### src/rtl/dac_cic_interp_if.sv
// Sample-side bus of the transmit CIC interpolator: low-rate strobe/data in,
// per-clock 5-bit DAC code, primed flag and sticky rate-error flag out.
interface dac_cic_interp_if #(
  parameter int unsigned IW = 16
);
  logic                 clk_vld_in;
  logic signed [IW-1:0] dat_in;
  logic                 clk_vld_out;
  logic signed [4:0]    dat_out;
  logic                 rate_err;

  modport master (
    output clk_vld_in, dat_in,
    input  clk_vld_out, dat_out, rate_err
  );

  modport slave (
    input  clk_vld_in, dat_in,
    output clk_vld_out, dat_out, rate_err
  );
endinterface

### src/rtl/dac_cic_interp.sv
// 3-stage CIC interpolator (ratio 2^R_LOG2) followed by a first-order
// error-feedback requantizer producing a 5-bit signed DAC code every clock.
module dac_cic_interp #(
  parameter int unsigned IW     = 16,
  parameter int unsigned R_LOG2 = 6
) (
  input  logic           clk,
  input  logic           rstn,
  dac_cic_interp_if.slave bus
);

  localparam int unsigned AW = IW + 2 * R_LOG2;
  localparam int unsigned QS = AW - 5;
  localparam int unsigned R  = 1 << R_LOG2;
  localparam int unsigned CW = R_LOG2 + 1;

  logic signed [AW-1:0] x_ext;
  logic signed [AW-1:0] c1, c2, c3;
  logic signed [AW-1:0] d1, d2, d3;
  logic signed [AW-1:0] p;
  logic signed [AW-1:0] i1, i2, i3;
  logic [QS-1:0]        e;
  logic [QS-1:0]        e_nxt;
  logic signed [AW:0]   v;
  logic signed [5:0]    q;
  logic signed [4:0]    q_sat;
  logic                 q_in_range;
  logic [CW-1:0]        cnt;
  logic                 armed;
  logic                 rate_bad;
  logic [3:0]           first_sr;

  // Low-rate comb differences and requantizer arithmetic.
  always_comb begin
    x_ext      = {{(AW-IW){bus.dat_in[IW-1]}}, bus.dat_in};
    c1         = x_ext - d1;
    c2         = c1 - d2;
    c3         = c2 - d3;
    // e is a non-negative residue below one output LSB
    v          = {i3[AW-1], i3} + {{(AW+1-QS){1'b0}}, e};
    q          = v[AW:QS];
    q_in_range = (q[5] == q[4]);
    q_sat      = q[4:0];
    e_nxt      = v[QS-1:0];
    if (!q_in_range) begin
      q_sat = q[5] ? 5'b10000 : 5'b01111;
      e_nxt = '0;
    end
    rate_bad   = bus.clk_vld_in && armed && (cnt != CW'(R - 1));
  end

  always_ff @(posedge clk or negedge rstn) begin
    if (!rstn) begin
      d1              <= '0;
      d2              <= '0;
      d3              <= '0;
      p               <= '0;
      i1              <= '0;
      i2              <= '0;
      i3              <= '0;
      e               <= '0;
      cnt             <= '0;
      armed           <= 1'b0;
      first_sr        <= '0;
      bus.dat_out     <= '0;
      bus.clk_vld_out <= 1'b0;
      bus.rate_err    <= 1'b0;
    end else begin
      if (bus.clk_vld_in) begin
        d1 <= x_ext;
        d2 <= c1;
        d3 <= c2;
      end
      // zero-stuffing: comb output only on strobe cycles
      p  <= bus.clk_vld_in ? c3 : '0;
      i1 <= i1 + p;
      i2 <= i2 + i1;
      i3 <= i3 + i2;

      e           <= e_nxt;
      bus.dat_out <= q_sat;

      if (bus.clk_vld_in) begin
        cnt <= '0;
      end else if (cnt != CW'(R)) begin
        cnt <= cnt + CW'(1);
      end
      armed <= armed | bus.clk_vld_in;
      if (rate_bad) begin
        bus.rate_err <= 1'b1;
      end

      // first strobe walks down the same 4-stage latency as the data path
      first_sr        <= {first_sr[2:0], bus.clk_vld_in & ~armed};
      bus.clk_vld_out <= bus.clk_vld_out | first_sr[3];
    end
  end

endmodule

### src/flat_wrapper.sv
// flat-port wrapper written by rule: the top's interface ports become plain ports
module dac_cic_interp_flat 
#(
  parameter int unsigned IW     = 16,
  parameter int unsigned R_LOG2 = 6
)
  (clk, rstn, bus_clk_vld_in, bus_dat_in, bus_clk_vld_out, bus_dat_out, bus_rate_err);
  dac_cic_interp_if #(.IW(IW)) bus_i ();
  input  logic clk;
  input  logic rstn;
  input wire logic [$bits(bus_i.clk_vld_in)-1:0] bus_clk_vld_in;
  input wire logic [$bits(bus_i.dat_in)-1:0] bus_dat_in;
  output wire logic [$bits(bus_i.clk_vld_out)-1:0] bus_clk_vld_out;
  output wire logic [$bits(bus_i.dat_out)-1:0] bus_dat_out;
  output wire logic [$bits(bus_i.rate_err)-1:0] bus_rate_err;
  assign bus_i.clk_vld_in = bus_clk_vld_in;
  assign bus_i.dat_in = bus_dat_in;
  assign bus_clk_vld_out = bus_i.clk_vld_out;
  assign bus_dat_out = bus_i.dat_out;
  assign bus_rate_err = bus_i.rate_err;
  dac_cic_interp #(.IW(IW), .R_LOG2(R_LOG2)) u_core (.clk(clk), .rstn(rstn), .bus(bus_i));
endmodule
### config.mk
export PLATFORM = sky130hd
export DESIGN_NAME = dac_cic_interp_flat
export DESIGN_NICKNAME = d
export VERILOG_FILES = /design/src/rtl/dac_cic_interp_if.sv /design/src/rtl/dac_cic_interp.sv /design/src/flat_wrapper.sv
export SDC_FILE = /design/constraint.sdc
export NUM_CORES = 1
export LEC_CHECK = 0
export ABC_CLOCK_PERIOD_IN_PS = 7500
export CORE_MARGIN = 2
export CORE_UTILIZATION = 34
export DETAILED_ROUTE_END_ITERATION = 6
export SKIP_CTS_REPAIR_TIMING = 1
export SLEW_MARGIN = 20
export SYNTH_ARGS = -nofsm -noshare
export SYNTH_HDL_FRONTEND = slang
export SYNTH_SLANG_ARGS = --single-unit
### constraint.sdc
create_clock -name clk -period 7.5 [get_ports clk]
set_input_delay 2.25 -clock clk [delete_from_list [all_inputs] [get_ports clk]]
set_output_delay 2.25 -clock clk [all_outputs]
set_load 0.02 [all_outputs]
==> flow_summary_export.csv <==
group,metric,value,unit
placed_design,dp_hpwl,19600,microns
placed_design,dpl_cell_area,0.0155,sq mm
synth,ys_warn_count,0,
detailed_routing,wirelength,26300,microns
sta,period_share,94.7,%
die,start_util,34.4,%
detailed_routing,routedWlPerCell,12.1,microns
die,io_pins,26,
placed_design,place_inst,2123,
synth,postSynthAreaPerCell,9.36,sq um
sta,hold_violations,0,
worst_setup_path,crit_required,7.91,ns
placed_design,place_congestion,0.833,
detailed_routing,drt-vias-per-instance,4.83,
placed_design,portBuffers,25,
worst_setup_path,end_kind,"flip-flop",
die,rows,74,
synth,synth-main-ff-cell,"dfrtp_1",
cts,clk_pin_slew,0.06,ns
synth,syn_nets,1694,
cells_and_area,fin_util,40.5,%
cts,clk_latency,0.54,ns
cts,numCtsBuffers,26,
cells_and_area,drive_above_1_share,11.6,%
detailed_routing,drc,0,
cells_and_area,final_area,0.0165,sq mm
die,coreArea,0.0408,sq mm
global_routing,antenna_found_initial,0,
global_routing,grt_pass1_wl,46900,microns
global_routing,grt_pass1_vias,10619,
sta,tightest_slew,0.979,ns
detailed_routing,vias,10500,
synth,synth_edf_count,0,
sta,max_freq,141,MHz
synth,synth_common_cells,"215 x dfrtp_1, 166 x ha_1, 147 x nor2_1",
detailed_routing,antenna_left,0,
detailed_routing,drtIter0Drc,523,
die,die_area,0.0430,sq mm
worst_setup_path,cp.arrival,7.52,ns
cts,clk_path_buf_depth,3,
worst_setup_path,critPathLaunchType,"primary input",
cells_and_area,diodes,0,
sta,setup_viol,0,
cells_and_area,fillCellCount,3943,
sta,fin_skew,0.0114,ns
cells_and_area,final_cells,2172,
synth,synth.most_common_cell,"dfrtp_1",
synth,netlist_instances,1502,
cts,ctsHtreeMaxLevel,1,
cells_and_area,fin_nets,1814,
worst_setup_path,cpPeakStageDelay,0.44,ns
global_routing,grt_overflow,0,
synth,async_flop_share,100,%
sta,relSlewSlack,34.7,%
worst_setup_path,crit_fanout,4,
cts,clock_sinks,215,
worst_setup_path,crit_type,"in2reg",
synth,yosys_register_bits,215,
detailed_routing,drt_first_pass_iters,5,
synth,synth_cell_types,78,
worst_hold_path,min_path_type,"reg2reg",
flow_run,drv_cap,0,
synth,synthesis.area,0.0141,sq mm
cts,cts_root_buffer,"clkbuf_16",
status,status,"complete, no violations",
global_routing,grt_max_degree,177,
synth,synth_top_area_share,38.3,%
global_routing,gr-usage-all-layers,12.5,%
sta,rsz0062_at_grt,"no",
cts,cts_tree,"done",
synth,yosysTopAreaCell,"dfrtp_1",
synth,synth_area_leaders,"dfrtp_1 38%, ha_1 15%, xnor2_1 5.7%",
sta,fin_crit,7.10,ns
die,die_y,207,microns
sta,slew_viol_final,0,
die,die_w,207,microns
synth,yosysSeqAreaShare,38.3,%
cells_and_area,areaGrowthSynthToFinish,17.6,%
sta,holdWs,0.349,ns
worst_setup_path,slowest_stage,"clkdlybuf4s50_1",
## per-stage QoR
stage | setup slack (ns) | TNS, ns
finish | 0.396 | 0
global route | 0.00997 | 0
CTS | -0.0726 | -0.0965
detailed placement | -0.611 | -5.05
global placement | -0.491 | -3.99
floorplan | 0.375 | 0
## cell families after synthesis
logic type / share of synthesized area [%]
buffers and inverters: 3.57
multiplexers: 1.04
AND/OR/NAND/NOR: 13.6
adder cells (fa/ha/maj): 15.8
XOR/XNOR: 9.04
AO/OA/AOI/OAI: 18.7
flip-flops: 38.3
## sequential cells by signal, summed over array words and instances (netlist names), 5 cells and up
register / count
u_core.d3: 28
u_core.i3: 28
u_core.d1: 16
u_core.p: 28
u_core.i1: 28
u_core.d2: 17
u_core.e: 23
u_core.cnt: 7
u_core.i2: 28
u_core.bus.dat_out: 5
## critical path, delay by kind of cell
family                     cells  cell delay [ns]
adders and majority gates      3             0.91
xor gates and xnor gates       2             0.26
and+or+nand+nor                9             0.96
buffers and inverters          3             0.65
AOI/OAI and AO/OA             15             2.47
## path summary, 6_finish.rpt
| check | slack (ns) | cells past startpoint | to | startpoint |
|---|---|---|---|---|
| worst max-delay path | 0.40 | 32 | u_core.p[25] | bus_dat_in[2] |
| worst min-delay path | 0.35 | 0 | u_core.first_sr[1] | u_core.first_sr[0] |
| worst max register to register | 2.10 | 32 | u_core.p[25] | u_core.d1[0] |
| worst min register to register | 0.35 | 0 | u_core.first_sr[1] | u_core.first_sr[0] |
| max in group asynchronous | 4.62 | 2 | u_core.d1[10] | rstn |
| min in group asynchronous | 1.59 | 1 | u_core.e[3] | rstn |
## layout by cell type (no fill, tap or decap), drive strengths merged, types with 14 or more instances in the layout
cell type,netlist,routed
nand2,121,121
buf,6,90
inv,108,108
xnor2,92,92
a31oi,14,14
nor3,17,17
o21bai,14,14
dfrtp,215,215
a21oi,124,124
clkdlybuf4s50,0,22
nor2b,21,21
ha,166,166
xor2,53,53
nand3,25,25
nand2b,23,23
a21o,43,43
clkbuf,15,37
o21ai,114,114
o21a,25,25
nor2,147,147
## cell type report
type | count | area [sq um] | area share, %
Clock buffer | 37 | 763 | 4.62
Clock inverter | 9 | 101 | 0.613
Inverter | 108 | 405 | 2.45
Multi-Input combinational cell | 1158 | 8290 | 50.1
Sequential cell | 215 | 5380 | 32.6
Tap cell | 532 | 666 | 4.03
Timing Repair Buffer | 113 | 926 | 5.60
## routing by layer
| metal | vias up | GRT usage (%) | part of all wire (%) |
|---|---|---|---|
| met2 | 110 | 22.2 | 48 |
| li1 | 5528 | - | - |
| met4 | 0 | 3.47 | 2.0 |
| met3 | 38 | 1.92 | 2.9 |
| met5 | - | 0 | 0 |
| met1 | 4824 | 15.6 | 47 |
Power is left out: the tool's default activity adds up to more than one toggle a clock period on the data nets, which glitch-free logic cannot reach.
==> edit 1 (same flow settings) <==
`first_sr` no longer has a reset.
--- a/src/rtl/dac_cic_interp.sv
+++ b/src/rtl/dac_cic_interp.sv
@@ -62,5 +62,4 @@
       cnt             <= '0;
       armed           <= 1'b0;
-      first_sr        <= '0;
       bus.dat_out     <= '0;
       bus.clk_vld_out <= 1'b0;
@@ -92,9 +91,12 @@
 
       // first strobe walks down the same 4-stage latency as the data path
-      first_sr        <= {first_sr[2:0], bus.clk_vld_in & ~armed};
       bus.clk_vld_out <= bus.clk_vld_out | first_sr[3];
     end
   end
 
+  always_ff @(posedge clk) begin
+    first_sr <= {first_sr[2:0], bus.clk_vld_in & ~armed};
+  end
+
 endmodule
 
Function: changed (Yosys sat finds a counterexample within 10 cycles, from zero or initial values and one cycle with rstn low).
==> edit 1 against the original RTL <==
First-iteration DRC count decreased by 11%. Count of clock-buffer cells in the layout is 7 higher. Register-to-register slack lost 0.02 ns. Sequential cell count unchanged. Wire length shrank 0.19%. Area after synthesis down 0.14%. Cell count rose by 0.23%. Cell area about the same. Setup slack worse by 0.069 ns.
Power is left out: the tool's default activity adds up to more than one toggle a clock period on the data nets, which glitch-free logic cannot reach.
==> edit 1: results (changes against the original RTL) <==
run status completed; number of global-route vias before repair 10,521 (-0.92%); most frequent cells after synthesis sky130_fd_sc_hd__dfrtp_1, sky130_fd_sc_hd__ha_1, sky130_fd_sc_hd__nor2_1, sky130_fd_sc_hd__a21oi_1, sky130_fd_sc_hd__nand2_1; number of placed instances, taps included 2,127 (+0.19%); clock transition at the registers of the reported paths 0.06 ns (about the same); total routing usage reported by global routing 0.123 (-0.00160); Via-to-Cell Ratio 4.84 (about the same); Arr. time, crit path 7.57 ns (+0.05 ns); Non-Filler Instances 2,177 (+0.23%); Crit Reg-Reg Startpoint u_core.d1[1]; Hold Path Stages 0 (unchanged); layout cells sized above 1 0.117 (+0.00147); global-route wire length before repair 46,400 um (-1.2%); kind of cell adding the most delay to the critical path compound AO/OA/AOI/OAI gates; pin count of the biggest net entering global routing 129 (-27%); Hold Path Sink u_core.first_sr[2]; largest cells by area after synthesis sky130_fd_sc_hd__dfrtp_1, sky130_fd_sc_hd__ha_1, sky130_fd_sc_hd__xnor2_1; headroom to the max-slew limit 0.284 (-0.0628); share of flip-flops with an asynchronous set or reset 0.981 (-0.0186); crit path launch bus_dat_in[1]; cell count after synthesis 1,502 (unchanged); routability cong. 0.802 (-3.7%); total half-perimeter wirelength after legalization and detailed placement 19,600 um (+0.16%); kind of path behind the tightest hold check register to register; instance area at placement 0.0155 mm2 (about the same); cell depth of the worst flop-to-flop path 30 (-6.3%); layout filler cell count 4,002 (+1.5%); drt first-iter violations 466 (-11%); worst hold slack across all endpoints 0.325 ns (-0.0235 ns); Worst Min Path Start u_core.first_sr[1]; WL per Instance 12.1 um (-0.42%); Yosys cell types 79 (+1.3%); Detail Route Antenna Nets 0 (unchanged); register area share after synthesis 0.382 (-0.000880); stage delay of the slowest cell on the critical path 0.44 ns (about the same); Clock Skew 0.0127 ns (+0.00126 ns); net count of the finished layout 1,818 (+0.22%); H-tree levels 1 (unchanged); setup slack of the worst register-to-register path 2.08 ns (-0.02 ns); FF/Latch Area 0.00536 mm2 (-0.37%); number of warnings reported in the yosys synthesis log 0 (unchanged); CP endpoint u_core.p[25]
edit 1: changes by cell type in the layout (fill, tap and decap cells not counted), sizes merged:
| cell | unedited run | this run |
|---|---|---|
| bufinv | 2 | 0 |
| dfrtp | 215 | 211 |
| clkinv | 6 | 3 |
| clkbuf | 37 | 44 |
| clkinvlp | 1 | 0 |
| dfxtp | 0 | 4 |
| buf | 90 | 94 |
edit 1: per-stage QoR:
step	setup TNS, ns	setup WS, ns
2_1_floorplan	0	0.375
5_1_grt	0	0.0112
6_report	0	0.327
3_5_place_dp	-5.31	-0.627
3_3_place_gp	-3.97	-0.487
4_1_cts	-0.233	-0.0996
edit 1: routing by layer:
layer | GRT usage | part of all wire
met5 | 0 | 0
met1 | 0.160 | 0.48
met3 | 0.0194 | 0.027
met2 | 0.211 | 0.46
met4 | 0.0350 | 0.024
edit 1: logic make-up after synthesis:
logic type,after synthesis,share of synthesized area
AO/OA/AOI/OAI,411,0.187
XOR/XNOR,145,0.0905
adder cells (fa/ha/maj),173,0.158
buffers and inverters,129,0.0358
flip-flops,215,0.382
multiplexers,13,0.0104
AND/OR/NAND/NOR,416,0.136
edit 1: final cells by class:
type	count	area share
clock inverters	3	0.00114
well taps	532	0.0403
multi-input cells	1158	0.502
flip-flops and latches	215	0.324
repair buffers	117	0.0571
clock buffers	44	0.0508
inverters	108	0.0245
edit 1: worst register-to-register path, delay by kind of cell (launching register included):
| kind | cells | cell delay (ns) |
|---|---|---|
| xor+xnor | 2 | 0.27 |
| compound gates | 15 | 2.71 |
| flops | 1 | 0.38 |
| simple gates | 8 | 0.85 |
| buf+inv | 2 | 0.23 |
| fa+ha+maj | 3 | 0.85 |
==> edit 2 (same flow settings) <==
Without the edit above. `IW` is set to 16 in 3 places; all go to 24.
--- a/src/rtl/dac_cic_interp_if.sv
+++ b/src/rtl/dac_cic_interp_if.sv
@@ -2,5 +2,5 @@
 // per-clock 5-bit DAC code, primed flag and sticky rate-error flag out.
 interface dac_cic_interp_if #(
-  parameter int unsigned IW = 16
+  parameter int unsigned IW = 24
 );
   logic                 clk_vld_in;
--- a/src/rtl/dac_cic_interp.sv
+++ b/src/rtl/dac_cic_interp.sv
@@ -2,5 +2,5 @@
 // error-feedback requantizer producing a 5-bit signed DAC code every clock.
 module dac_cic_interp #(
-  parameter int unsigned IW     = 16,
+  parameter int unsigned IW     = 24,
   parameter int unsigned R_LOG2 = 6
 ) (
--- a/src/flat_wrapper.sv
+++ b/src/flat_wrapper.sv
@@ -2,5 +2,5 @@
 module dac_cic_interp_flat 
 #(
-  parameter int unsigned IW     = 16,
+  parameter int unsigned IW     = 24,
   parameter int unsigned R_LOG2 = 6
 )
Interface: changed (resized bus_dat_in); port bits go from 26 to 34. No check against the original RTL was run, so the function may have changed too.
==> edit 2 against the original RTL <==
Setup slack worse by 0.23 ns. Synthesized cell count grew 43%. Sequential cell count rose by 64. Largest cell class unchanged. Wire length up 55%. Area after synthesis up 38%. Count of clock-buffer cells in the layout rose by 12. Cell area increased by 44%.
Power is left out: the tool's default activity adds up to more than one toggle a clock period on the data nets, which glitch-free logic cannot reach.
==> edit 2: results (changes against the original RTL) <==
drt total wl 40,900 um (+55%); XOR/XNOR share of the synthesized area 0.0853 (-0.00503); first-pass iteration count of the detailed router 7 (+2); count of buffers from port buffering 33 (+32%); layout filler cell count 5,526 (+40%); post-synthesis net count 2,398 (+42%); routability cong. 0.854 (+2.5%); run status completed; post-synthesis mux area share 0.0102 (-0.000225); Clock Skew 0.00977 ns (-0.00168 ns); Yosys cell types 74 (-5.1%); register area share after synthesis 0.360 (-0.0229); complex-gate fraction of the synthesized area 0.218 (+0.0316); adder and majority gate portion of the synthesized area 0.150 (-0.00734); total half-perimeter wirelength after legalization and detailed placement 30,300 um (+55%); worst setup timing slack at the placement stage -0.985 ns (-0.374 ns); routed vias 15,731 (+50%); largest cells by area after synthesis sky130_fd_sc_hd__dfrtp_1, sky130_fd_sc_hd__ha_1, sky130_fd_sc_hd__xnor2_1; pin count of the biggest net entering global routing 188 (+6.2%); total routing usage reported by global routing 0.138 (+0.0137); net count of the finished layout 2,622 (+45%); kind of path behind the tightest hold check register to register; maximum fanout along the worst path 3 (-1); global-route wire length before repair 70,600 um (+51%); cell at the slowest stage of the critical path sky130_fd_sc_hd__or3_4; stage delay of the slowest cell on the critical path 0.40 ns (-0.04 ns); drt first-iter violations 945 (+81%); most frequent cells after synthesis sky130_fd_sc_hd__dfrtp_1, sky130_fd_sc_hd__ha_1, sky130_fd_sc_hd__a21oi_1, sky130_fd_sc_hd__nor2_1; transition time at the pin with the least slew margin 0.997 ns (+0.0175 ns); layout cells sized above 1 0.151 (+0.0353)
-- edit 2: cell types whose count changed after synthesis, sizes merged, moves of 24 or more --
cell	before	now
dfrtp	215	279
clkbuf	15	39
o21ai	114	185
ha	166	222
nor2	147	172
inv	108	139
a21o	43	116
a21oi	124	174
nand2	121	154
-- edit 2: cell families (layout without fill, tap and decap cells) --
group	after synthesis	after routing
AOI/OAI and AO/OA	672	672
xor gates and xnor gates	189	189
adders and majority gates	229	229
buffers and inverters	186	433
DFF	279	279
muxes	18	18
and+or+nand+nor	569	569
-- edit 2: area by class of cell --
type,count,share of cell area
Clock inverter,12,0.00884
Clock buffer,49,0.0442
Inverter,139,0.0220
Sequential cell,279,0.294
Timing Repair Buffer,233,0.0785
Multi-Input combinational cell,1677,0.513
Tap cell,756,0.0398
-- edit 2: critical path: cells and delay by family --
kind                       cells  cell delay (ns)
AOI/OAI and AO/OA             16             2.72
adders and majority gates      3             0.72
xor gates and xnor gates       2             0.35
buffers and inverters          2             0.24
muxes                          1             0.12
and+or+nand+nor                6             1.36
-- edit 2: path summary, 6_finish.rpt --
| kind | start | endpoint | slack (ns) | cells past startpoint |
|---|---|---|---|---|
| max in group asynchronous | rstn | u_core.bus.rate_err | 4.34 | 2 |
| min reg2reg | u_core.first_sr[2] | u_core.first_sr[3] | 0.34 | 0 |
| max | bus_dat_in[1] | u_core.p[34] | 0.17 | 30 |
| min in group asynchronous | rstn | u_core.e[0] | 1.70 | 1 |
| min | u_core.first_sr[2] | u_core.first_sr[3] | 0.34 | 0 |
| max reg2reg | u_core.d1[1] | u_core.p[34] | 1.47 | 30 |
-- edit 2: per-layer routing --
layer,vias to the layer above,share of wire,GRT usage
li1,8116,-,-
met1,7273,0.47,0.173
met2,260,0.47,0.242
met3,82,0.033,0.0211
met4,0,0.026,0.0471
met5,-,0,0
-- edit 2: metrics by stage --
stage,cell area [um2],utilization,instances
after CTS,23300,0.413,3133
after global routing,23800,0.422,3145
after floorplan,19500,-,2142
final,23800,0.422,3145
after detailed placement,22000,0.391,3072
after global placement,22000,0.391,3072
